==> src/rtl/core6502_pkg.sv <==
// Shared definitions for the address-bus unit: vector low bytes, VEC_SEL
// encodings, the vector sequencer state type and a vector decode helper.
package core6502_pkg;

  localparam logic [7:0] VEC_NMI = 8'hFA;
  localparam logic [7:0] VEC_RES = 8'hFC;
  localparam logic [7:0] VEC_IRQ = 8'hFE;

  localparam logic [1:0] SEL_NMI = 2'b00;
  localparam logic [1:0] SEL_RES = 2'b01;
  localparam logic [1:0] SEL_IRQ = 2'b10;
  localparam logic [1:0] SEL_BRK = 2'b11;

  typedef enum logic [1:0] {
    IDLE = 2'd0,
    LO   = 2'd1,
    HI   = 2'd2
  } vec_state_e;

  // BRK shares the IRQ vector.
  function automatic logic [7:0] vec_byte(input logic [1:0] sel);
    logic [7:0] v;
    case (sel)
      SEL_NMI: v = VEC_NMI;
      SEL_RES: v = VEC_RES;
      SEL_IRQ: v = VEC_IRQ;
      SEL_BRK: v = VEC_IRQ;
      default: v = VEC_IRQ;
    endcase
    return v;
  endfunction

endpackage

==> src/rtl/addr_bus_unit_if.sv <==
// Bus interface of the address-bus unit. The core side (master) drives the
// internal buses and control strobes; the unit (slave) returns the external
// address, the sequencer flags and its state for observation.
// With AB_RDY_EN defined the interface carries the RDY stall input.
//
// Handshake: there is no valid/ready pair. Every control is a single-cycle
// level sampled on the rising PHI2 edge; RDY (when present) qualifies all
// of them, and a control sampled while RDY=0 is dropped, not held over.
interface addr_bus_unit_if;
  import core6502_pkg::*;

  logic [7:0]  ADL;
  logic [7:0]  ADH;
  logic        ADL_ABL;
  logic        ADH_ABH;
  logic        ADH_ZP;
  logic        ADH_SP;
  logic        AB_INC;
  logic        AB_INC_LO;
  logic        VEC_REQ;
  logic [1:0]  VEC_SEL;
`ifdef AB_RDY_EN
  logic        RDY;
`endif
  logic [15:0] AB;
  logic        VEC_BUSY;
  logic        VEC_LO_STB;
  logic        VEC_HI_STB;
  vec_state_e  seq_state;

  modport master (
    output ADL, ADH, ADL_ABL, ADH_ABH, ADH_ZP, ADH_SP, AB_INC, AB_INC_LO,
    output VEC_REQ, VEC_SEL,
`ifdef AB_RDY_EN
    output RDY,
`endif
    input  AB, VEC_BUSY, VEC_LO_STB, VEC_HI_STB, seq_state
  );

  modport slave (
    input  ADL, ADH, ADL_ABL, ADH_ABH, ADH_ZP, ADH_SP, AB_INC, AB_INC_LO,
    input  VEC_REQ, VEC_SEL,
`ifdef AB_RDY_EN
    input  RDY,
`endif
    output AB, VEC_BUSY, VEC_LO_STB, VEC_HI_STB, seq_state
  );

endinterface

==> src/rtl/ab_vec_seq.sv <==
// Vector fetch sequencer: IDLE -> LO -> HI -> IDLE. Latches the vector low
// byte on request and tells the address register when it owns the bus and
// which address to write. Strobes and busy are registered Moore outputs.
module ab_vec_seq
  import core6502_pkg::*;
#(
  parameter logic [7:0] VEC_PAGE = 8'hFF
) (
  input  logic        clk,
  input  logic        rst,
  input  logic        rdy,
  input  logic        vec_req,
  input  logic [1:0]  vec_sel,
  output logic        own,
  output logic        ab_wr,
  output logic [15:0] vec_ab,
  output logic        busy,
  output logic        lo_stb,
  output logic        hi_stb,
  output vec_state_e  state
);

  logic [7:0] vec_q;

  // Bus ownership and vector address for the coming edge. In HI the
  // sequencer still owns the bus but writes nothing, so AB holds FFxx|1.
  always_comb begin
    own    = (state != IDLE) || vec_req;
    ab_wr  = 1'b0;
    vec_ab = {VEC_PAGE, vec_byte(vec_sel)};
    case (state)
      IDLE: ab_wr = vec_req;
      LO: begin
        ab_wr  = 1'b1;
        vec_ab = {VEC_PAGE, vec_q | 8'h01};
      end
      HI:      ab_wr = 1'b0;
      default: ab_wr = 1'b0;
    endcase
  end

  // State, vector latch and decoded outputs; everything frozen while rdy=0.
  always_ff @(posedge clk or posedge rst) begin
    if (rst) begin
      state  <= IDLE;
      vec_q  <= 8'h00;
      busy   <= 1'b0;
      lo_stb <= 1'b0;
      hi_stb <= 1'b0;
    end else if (rdy) begin
      case (state)
        IDLE: begin
          if (vec_req) begin
            vec_q  <= vec_byte(vec_sel);
            state  <= LO;
            busy   <= 1'b1;
            lo_stb <= 1'b1;
            hi_stb <= 1'b0;
          end
        end
        LO: begin
          state  <= HI;
          busy   <= 1'b1;
          lo_stb <= 1'b0;
          hi_stb <= 1'b1;
        end
        HI: begin
          state  <= IDLE;
          busy   <= 1'b0;
          lo_stb <= 1'b0;
          hi_stb <= 1'b0;
        end
        default: begin
          state  <= IDLE;
          busy   <= 1'b0;
          lo_stb <= 1'b0;
          hi_stb <= 1'b0;
        end
      endcase
    end
  end

endmodule

==> src/rtl/addr_bus_unit.sv <==
// External address bus registers ABL/ABH with zero-page / stack-page
// forcing, 16-bit and in-page increments, and vector fetch sequencing.
// Priority: vector sequencer, then loads, then AB_INC, then AB_INC_LO.
// Optional macro AB_RDY_EN adds the RDY stall input.
module addr_bus_unit
  import core6502_pkg::*;
#(
  parameter logic [7:0] VEC_PAGE   = 8'hFF,
  parameter logic [7:0] STACK_PAGE = 8'h01
) (
  input  logic            PHI2,
  input  logic            RES,
  addr_bus_unit_if.slave  bus
);

  logic        rdy;
  logic        seq_own;
  logic        seq_wr;
  logic [15:0] seq_ab;
  logic [7:0]  abl;
  logic [7:0]  abh;
  logic [7:0]  abh_src;
  logic        any_load;

`ifdef AB_RDY_EN
  assign rdy = bus.RDY;
`else
  assign rdy = 1'b1;
`endif

  ab_vec_seq #(
    .VEC_PAGE (VEC_PAGE)
  ) u_seq (
    .clk     (PHI2),
    .rst     (RES),
    .rdy     (rdy),
    .vec_req (bus.VEC_REQ),
    .vec_sel (bus.VEC_SEL),
    .own     (seq_own),
    .ab_wr   (seq_wr),
    .vec_ab  (seq_ab),
    .busy    (bus.VEC_BUSY),
    .lo_stb  (bus.VEC_LO_STB),
    .hi_stb  (bus.VEC_HI_STB),
    .state   (bus.seq_state)
  );

  // High-byte source for a load: zero page beats stack page beats ADH.
  always_comb begin
    abh_src  = bus.ADH;
    any_load = bus.ADL_ABL || bus.ADH_ABH;
    if (bus.ADH_ZP)      abh_src = 8'h00;
    else if (bus.ADH_SP) abh_src = STACK_PAGE;
  end

  // Address register update with the fixed priority order.
  always_ff @(posedge PHI2 or posedge RES) begin
    if (RES) begin
      abl <= 8'h00;
      abh <= 8'h00;
    end else if (rdy) begin
      if (seq_own) begin
        if (seq_wr) begin
          abh <= seq_ab[15:8];
          abl <= seq_ab[7:0];
        end
      end else if (any_load) begin
        if (bus.ADL_ABL) abl <= bus.ADL;
        if (bus.ADH_ABH) abh <= abh_src;
      end else if (bus.AB_INC) begin
        {abh, abl} <= {abh, abl} + 16'd1;
      end else if (bus.AB_INC_LO) begin
        abl <= abl + 8'd1;
      end
    end
  end

  assign bus.AB = {abh, abl};

endmodule

==> src/flat_wrapper.sv <==
// flat-port wrapper written by rule: the top's interface ports become plain ports
module addr_bus_unit_flat import core6502_pkg::*;
#(
  parameter logic [7:0] VEC_PAGE   = 8'hFF,
  parameter logic [7:0] STACK_PAGE = 8'h01
)
  (PHI2, RES, bus_ADL, bus_ADH, bus_ADL_ABL, bus_ADH_ABH, bus_ADH_ZP, bus_ADH_SP, bus_AB_INC, bus_AB_INC_LO, bus_VEC_REQ, bus_VEC_SEL, bus_AB, bus_VEC_BUSY, bus_VEC_LO_STB, bus_VEC_HI_STB, bus_seq_state);
  addr_bus_unit_if bus_i ();
  input  logic PHI2;
  input  logic RES;
  input wire logic [$bits(bus_i.ADL)-1:0] bus_ADL;
  input wire logic [$bits(bus_i.ADH)-1:0] bus_ADH;
  input wire logic [$bits(bus_i.ADL_ABL)-1:0] bus_ADL_ABL;
  input wire logic [$bits(bus_i.ADH_ABH)-1:0] bus_ADH_ABH;
  input wire logic [$bits(bus_i.ADH_ZP)-1:0] bus_ADH_ZP;
  input wire logic [$bits(bus_i.ADH_SP)-1:0] bus_ADH_SP;
  input wire logic [$bits(bus_i.AB_INC)-1:0] bus_AB_INC;
  input wire logic [$bits(bus_i.AB_INC_LO)-1:0] bus_AB_INC_LO;
  input wire logic [$bits(bus_i.VEC_REQ)-1:0] bus_VEC_REQ;
  input wire logic [$bits(bus_i.VEC_SEL)-1:0] bus_VEC_SEL;
  output wire logic [$bits(bus_i.AB)-1:0] bus_AB;
  output wire logic [$bits(bus_i.VEC_BUSY)-1:0] bus_VEC_BUSY;
  output wire logic [$bits(bus_i.VEC_LO_STB)-1:0] bus_VEC_LO_STB;
  output wire logic [$bits(bus_i.VEC_HI_STB)-1:0] bus_VEC_HI_STB;
  output wire logic [$bits(bus_i.seq_state)-1:0] bus_seq_state;
  assign bus_i.ADL = bus_ADL;
  assign bus_i.ADH = bus_ADH;
  assign bus_i.ADL_ABL = bus_ADL_ABL;
  assign bus_i.ADH_ABH = bus_ADH_ABH;
  assign bus_i.ADH_ZP = bus_ADH_ZP;
  assign bus_i.ADH_SP = bus_ADH_SP;
  assign bus_i.AB_INC = bus_AB_INC;
  assign bus_i.AB_INC_LO = bus_AB_INC_LO;
  assign bus_i.VEC_REQ = bus_VEC_REQ;
  assign bus_i.VEC_SEL = bus_VEC_SEL;
  assign bus_AB = bus_i.AB;
  assign bus_VEC_BUSY = bus_i.VEC_BUSY;
  assign bus_VEC_LO_STB = bus_i.VEC_LO_STB;
  assign bus_VEC_HI_STB = bus_i.VEC_HI_STB;
  assign bus_seq_state = bus_i.seq_state;
  addr_bus_unit #(.VEC_PAGE(VEC_PAGE), .STACK_PAGE(STACK_PAGE)) u_core (.PHI2(PHI2), .RES(RES), .bus(bus_i));
endmodule
==> config.mk <==
export PLATFORM = sky130hd
export DESIGN_NAME = addr_bus_unit_flat
export DESIGN_NICKNAME = d
export VERILOG_FILES = /design/src/rtl/core6502_pkg.sv /design/src/rtl/addr_bus_unit_if.sv /design/src/rtl/ab_vec_seq.sv /design/src/rtl/addr_bus_unit.sv /design/src/flat_wrapper.sv
export SDC_FILE = /design/constraint.sdc
export NUM_CORES = 1
export LEC_CHECK = 0
export CAP_MARGIN = 20
export CORE_MARGIN = 2
export CORE_UTILIZATION = 45
export DETAILED_ROUTE_END_ITERATION = 8
export DONT_BUFFER_PORTS = 1
export PLACE_DENSITY = 0.7
export SKIP_LAST_GASP = 1
export SLEW_MARGIN = 0
export SYNTH_ARGS = -nofsm -noshare
export SYNTH_HDL_FRONTEND = slang
export SYNTH_SLANG_ARGS = --single-unit
==> constraint.sdc <==
create_clock -name PHI2 -period 1.4 [get_ports PHI2]
set_input_delay 0.42 -clock PHI2 [delete_from_list [all_inputs] [get_ports PHI2]]
set_output_delay 0.42 -clock PHI2 [all_outputs]
set_load 0.02 [all_outputs]
; ---- Word-level counts from Yosys, hierarchy flattened
; Cells that the tools add are included.
[word_totals]
register_bits = 29
latch_bits = 0
ramBits = 0
mem_bits_ro = 0
inputBits = 27
output_inout_bits = 21
memories = 0
[op_classes]
n_addsub = 2
n_mul = 0
div_mod_pow = 0
n_lt_le_gt_ge = 0
n_eq_ne = 8
n_shift = 0
n_mux = 23
bitwise_logic = 0
reduce_logical = 11
[op_table]
columns = op, count
row1 = two-way mux 8 bit, 14
row2 = case mux 8 bit (3 select lines), 1
row3 = adder 16 x 1 -> 16 bit (second input constant), 1
row4 = adder 8 x 1 -> 8 bit (second input constant), 1
row5 = != test 3 x 2 -> 1 bit (second input constant), 2
row6 = case mux 1 bit (2 select lines), 3
row7 = AND reduction 3 bit, 2
row8 = equality test 2 x 1 -> 1 bit (second input constant), 2
row9 = equality test 2 bit (second input constant), 2
row10 = zero test 2 bit, 2
row11 = != test 2 bit (second input constant), 2
row12 = case mux 2 bit (2 select lines), 1
row13 = nonzero test 4 bit, 1
row14 = two-way mux 1 bit, 3
row15 = nonzero test 3 bit, 1
row16 = logical OR 1 bit, 2
row17 = two-way mux 2 bit, 1
row18 = AND reduction 2 bit, 1
row19 = nonzero test 2 bit, 1
row20 = OR reduction 2 bit, 1

; ---- Logic depth before layout (Yosys ltp)
[depth]
word_depth = 6
ltp_mapped = 7
ltp_nobuf = 6

; ---- Hierarchy
; A second synthesis with hierarchy kept.
[hier_totals]
hier_cells = 209
area_unflattened_um2 = 1785.5
[modules_own_cells]
columns = mod, n_inst, cells_each, area_each_um2, seq_area_each_um2
row1 = addr_bus_unit, 1, 170, 1368.8, 400.4
row2 = ab_vec_seq, 1, 39, 416.6, 150.1

; ---- Worst setup path after synthesis
; Ideal clock, no wire load.
[synth_timing]
path_type = reg-to-reg
start = reg u_core.abl[0]
end = reg u_core.abh[0]
t_arrival_ns = 1.513
path_slack_ns = -0.239
path_stages_with_launch = 7
path_buffers = 1
path_cell_list = dfrtp_1 > ha_1 > and4_1 > buf_2 > a211oi_1 > nor2_1 > o32a_1
[synth_between]
elab_chain_len = 4
[synth_rtl]
columns = item, line
row1 = from (decl), addr_bus_unit.sv:20  ; logic [7:0] abl;
row2 = from (signal assigned), addr_bus_unit.sv:65  ; abl <= seq_ab[7:0];
row3 = from (signal assigned), addr_bus_unit.sv:68  ; if (bus.ADL_ABL) abl <= bus.ADL;
row4 = from (signal assigned), addr_bus_unit.sv:71  ; {abh, abl} <= {abh, abl} + 16'd1;
row5 = adder 16 x 1 -> 16 bit, addr_bus_unit.sv:71
row6 = two-way mux 8 bit, addr_bus_unit.sv:70  ; end else if (bus.AB_INC) begin
row7 = two-way mux 8 bit, addr_bus_unit.sv:67  ; end else if (any_load) begin
row8 = two-way mux 8 bit, addr_bus_unit.sv:62  ; if (seq_own) begin
row9 = to (signal assigned), addr_bus_unit.sv:64  ; abh <= seq_ab[15:8];
row10 = to (signal assigned), addr_bus_unit.sv:69  ; if (bus.ADH_ABH) abh <= abh_src;
row11 = to (signal assigned), addr_bus_unit.sv:71
row12 = to (decl), addr_bus_unit.sv:21  ; logic [7:0] abh;
; Every way passes these cells. The select of a mux whose other input is x is not followed.
; A chain may end at the register's enable or synchronous reset.

; ---- Worst setup path in the final report
[layout_timing]
start = reg u_core.u_seq.lo_stb
end = out bus_VEC_LO_STB
[layout_lines]
columns = item, line
row1 = from (decl), ab_vec_seq.sv:18  ; output logic lo_stb,
row2 = from (signal assigned), ab_vec_seq.sv:48  ; lo_stb <= 1'b0;
row3 = from (signal assigned), ab_vec_seq.sv:57  ; lo_stb <= 1'b1;
row4 = from (signal assigned), ab_vec_seq.sv:64  ; lo_stb <= 1'b0;
row5 = to (decl), flat_wrapper.sv:23  ; output wire logic [$bits(bus_i.VEC_LO_STB)-1:0] bus_VEC_LO_STB;
; No word-level cell between the ends.

==> impl_summary.txt <==
----------------------------------------------------
[Outcome]
  Result of the run ... finished, violations left
  Violations in the final reports ... hold timing, setup timing

[Die]
  Die span in x ... 60.47 um
  Num ports ... between 40 and 50
  Core Area ... 0.003053 mm^2
  Starting Density ... 0.4701
  Number of placement rows ... 20
  Vertical extent of the die ... 60.47 um
  Die outline area ... 0.003657 mm^2

[Worst setup path]
  Crit. End Element ... primary output
  Slowest Stage Delay on Critical Path ... 0.48 ns
  Highest-delay cell along the critical path ... dfrtp_2
  Kind of critical path ... flip-flop to primary output
  Max Fanout on Critical Path ... 4
  WP data arrival ... approximately 1.1 ns
  Capturing point of the worst reg2reg path ... u_core.abl[7]
  Reg2reg setup slack ... -0.13 ns
  Source of the worst register-to-register timing path ... u_core.u_seq.lo_stb
  CP endpoint ... bus_VEC_LO_STB
  Cell breakdown of the critical path ... buf_12 -> buf_8
  Start point of the critical path ... u_core.u_seq.lo_stb
  Worst setup SP type ... flip-flop
  Critical path data required time ... 0.98 ns
  Depth of the most critical reg-to-reg path ... 5

[Detailed routing]
  Vias post-DR ... about 1,500
  DRC violation count after routing ... 0
  DRT met1 WL ... 1699 um
  Number of DRC markers after the initial detailed-route iteration ... 104
  Total wire length ... 4353 um
  Routed wire length on met3 ... 254 um
  Routed wire per std cell ... ~17 um
  Antenna viol nets, final ... 0
  Vias per inst ... 5.799
  Detailed-routed wire length on met2 ... ~2300 um
  DR pass1 iterations ... 4
  Top routing layer used ... met4

[Global route]
  Largest net degree at the start of global routing ... 23
  Number of antenna violations at the first check in global routing ... 0
  Total congestion overflow ... 0
  First-pass GRT wire length ... ~6300 um
  Number of global-route vias before repair ... about 1,400
  Total track usage ... 0.2311

[Placed design]
  Pre-CTS worst setup slack ... -0.1562 ns
  Post-detail-place hpwl ... 2948 um
  Final weighted congestion in routability-driven placement ... approximately 0.95
  Placed cell areas ... 0.001780 mm^2
  Number of I/O port buffers ... 0

[Yosys]
  Post-synthesis sequential element count ... 22
  Number of distinct library cells after synthesis ... 43
  Sequential area share after synthesis ... 0.3836
  Net count of the mapped netlist ... 198
  Count of synthesis-stage warnings from yosys ... 0
  Number of flops mapped to enable cells by yosys ... 0
  Total standard cell area after synthesis ... ~0.0014 mm^2
  Primary FF master, synth ... dfrtp_1
  Proportion of synthesized flip-flops having asynchronous set or reset ... 1.000
  Post-synthesis cell count ... 170
  Syn avg cell area ... 8.442 um^2

[Timing]
  Slew @ Worst Pin ... 0.6401 ns
  Final cycle utilization of the critical path ... 1.103
  Clock Skew ... between 0.015 and 0.02 ns
  RSZ-0062 raised after global routing ... yes
  Relative slew slack ... 0.5710
  Total count of max-transition violations in the final report ... 0
  Fin Hold WS ... -0.02011 ns
  Final worst setup slack ... -0.1435 ns
  Fin crit period ... 1.544 ns
  Endpoints failing hold ... 11
  Final Setup Violations ... 17
  Fmax ... 647.9 MHz

[CTS]
  H-tree depth ... 1
  Num Clock Sinks ... 22
  Clock latency on the worst-skew pair ... about 0.34 ns
  Clock slew seen by the registers of the worst setup and hold paths ... 0.15 ns
  TritonCTS clock tree ... yes
  Number of clock buffers inserted by TritonCTS ... 3
  Hold buffer count at CTS ... 0
  Clock root buffer master ... clkbuf_4
  Number of buffers between clock root and the deepest sink ... 2

[Final layout]
  Finished Cell Area ... 0.002121 mm^2
  Fraction of layout cells with a size suffix above 1 ... 0.4977
  Filler cell count ... approximately 230
  Area growth syn-to-layout ... 47.78%
  Commonest non-fill, non-tap cell in the layout ... buf_4
  Final net count ... 244
  Top library cells by usage in the layout, fill and taps aside ... buf_4 (34), nand2_1 (17), nor2_1 (14), buf_6 (14), dfrtp_1 (13)
  Utilization of the core after routing ... 0.6947
  Antenna cells ... 0

[Flow run]
  Max-cap violation count ... 0

[Power and ir drop]
  Overall power ... between 2000 and 3000 uW
  Cell leakage power ... 0.0008482 uW
  Worst vdd rail ir drop ... 663.5 uV
  Power density of the placed cells ... 1214 mW/mm^2

[Hold path]
  Worst Hold Class ... input port to asynchronous set/reset pin

----------------------------------------------------
==> synth_stat cells (all sizes together), types with 2 or more instances <==
master	count	area share
xnor2	2	0.012
xor2	3	0.018
nor2	17	0.044
nand4	2	0.0087
inv	9	0.024
dfrtp	22	0.38
nor3	5	0.032
o21ai	12	0.044
or2	3	0.013
and3	4	0.017
clkbuf	2	0.0052
nand2	19	0.050
nand3	14	0.052
a31oi	8	0.045
buf	7	0.037
a2bb2oi	7	0.043
o22a	2	0.012
a21oi	17	0.059
==> logic make-up after synthesis <==
| logic type | share of synthesized area |
|---|---|
| AO/OA/AOI/OAI | 0.2607 |
| multiplexers | 0.007846 |
| flip-flops | 0.3836 |
| adder cells (fa/ha/maj) | 0.008717 |
| buffers and inverters | 0.06538 |
| AND/OR/NAND/NOR | 0.2433 |
| XOR/XNOR | 0.03052 |
==> layer usage <==
layer | GRT usage | up-vias
met1 | 0.2817 | 732
met3 | 0.04051 | 14
li1 | - | 700
met5 | 0 | -
met4 | 0.08385 | 0
met2 | 0.4099 | 56
==> final cells by class <==
cell class	instances	area, um^2	share of cell area
Clock buffer	4	26.28	0.01239
Inverter	9	38.79	0.01829
Multi-Input combinational cell	130	991.0	0.4673
Timing Repair Buffer	50	447.9	0.2112
Tap cell	44	55.05	0.02596
Sequential cell	22	561.8	0.2649
==> sequential cells by signal, summed over array words and instances (netlist names) <==
name,flops
u_core.u_seq.busy,1
u_core.u_seq.lo_stb,1
u_core.abl,8
u_core.u_seq.vec_q,3
u_core.abh,8
u_core.u_seq.state,1
==> through the flow <==
stage,TNS [ns],instances
floorplan,-0.3652,170
global placement,-0.2036,246
detailed placement,-0.7594,246
CTS,-0.6908,253
global route,-2.062,259
finish,-1.117,259
==> worst min-delay path by stage <==
stage	slack, ns	to	from
finish	-0.02	u_core.u_seq.vec_q[1]	RES
global route	0.02	u_core.abl[1]	RES
CTS	0.01	u_core.u_seq.vec_q[1]	RES
detailed placement	0.38	u_core.u_seq.vec_q[1]	RES
global placement	0.37	u_core.u_seq.vec_q[1]	RES
floorplan	0.41	u_core.abh[0]	RES
==> worst max-delay path, delay by kind of cell, from the launching register on <==
kind                   cells  cell delay (ns)
flip-flops                 1             0.48
buffers and inverters      2             0.29
==> report_power, final <==
part	switching (uW)	internal [uW]
combinational	675	653
sequential	148	755
clock	233	112
==> what timing repair did <==
| item | 4_1_cts | 5_1_grt |
|---|---|---|
| gates cloned | 0 | 1 |
| gates resized for setup | 15 | 48 |
| setup buffers | 4 | 7 |
| pin swaps | 4 | 24 |
| endpoints found under the setup margin | 17 | 26 |
No activity file was read; power rests on OpenSTA's default activity.
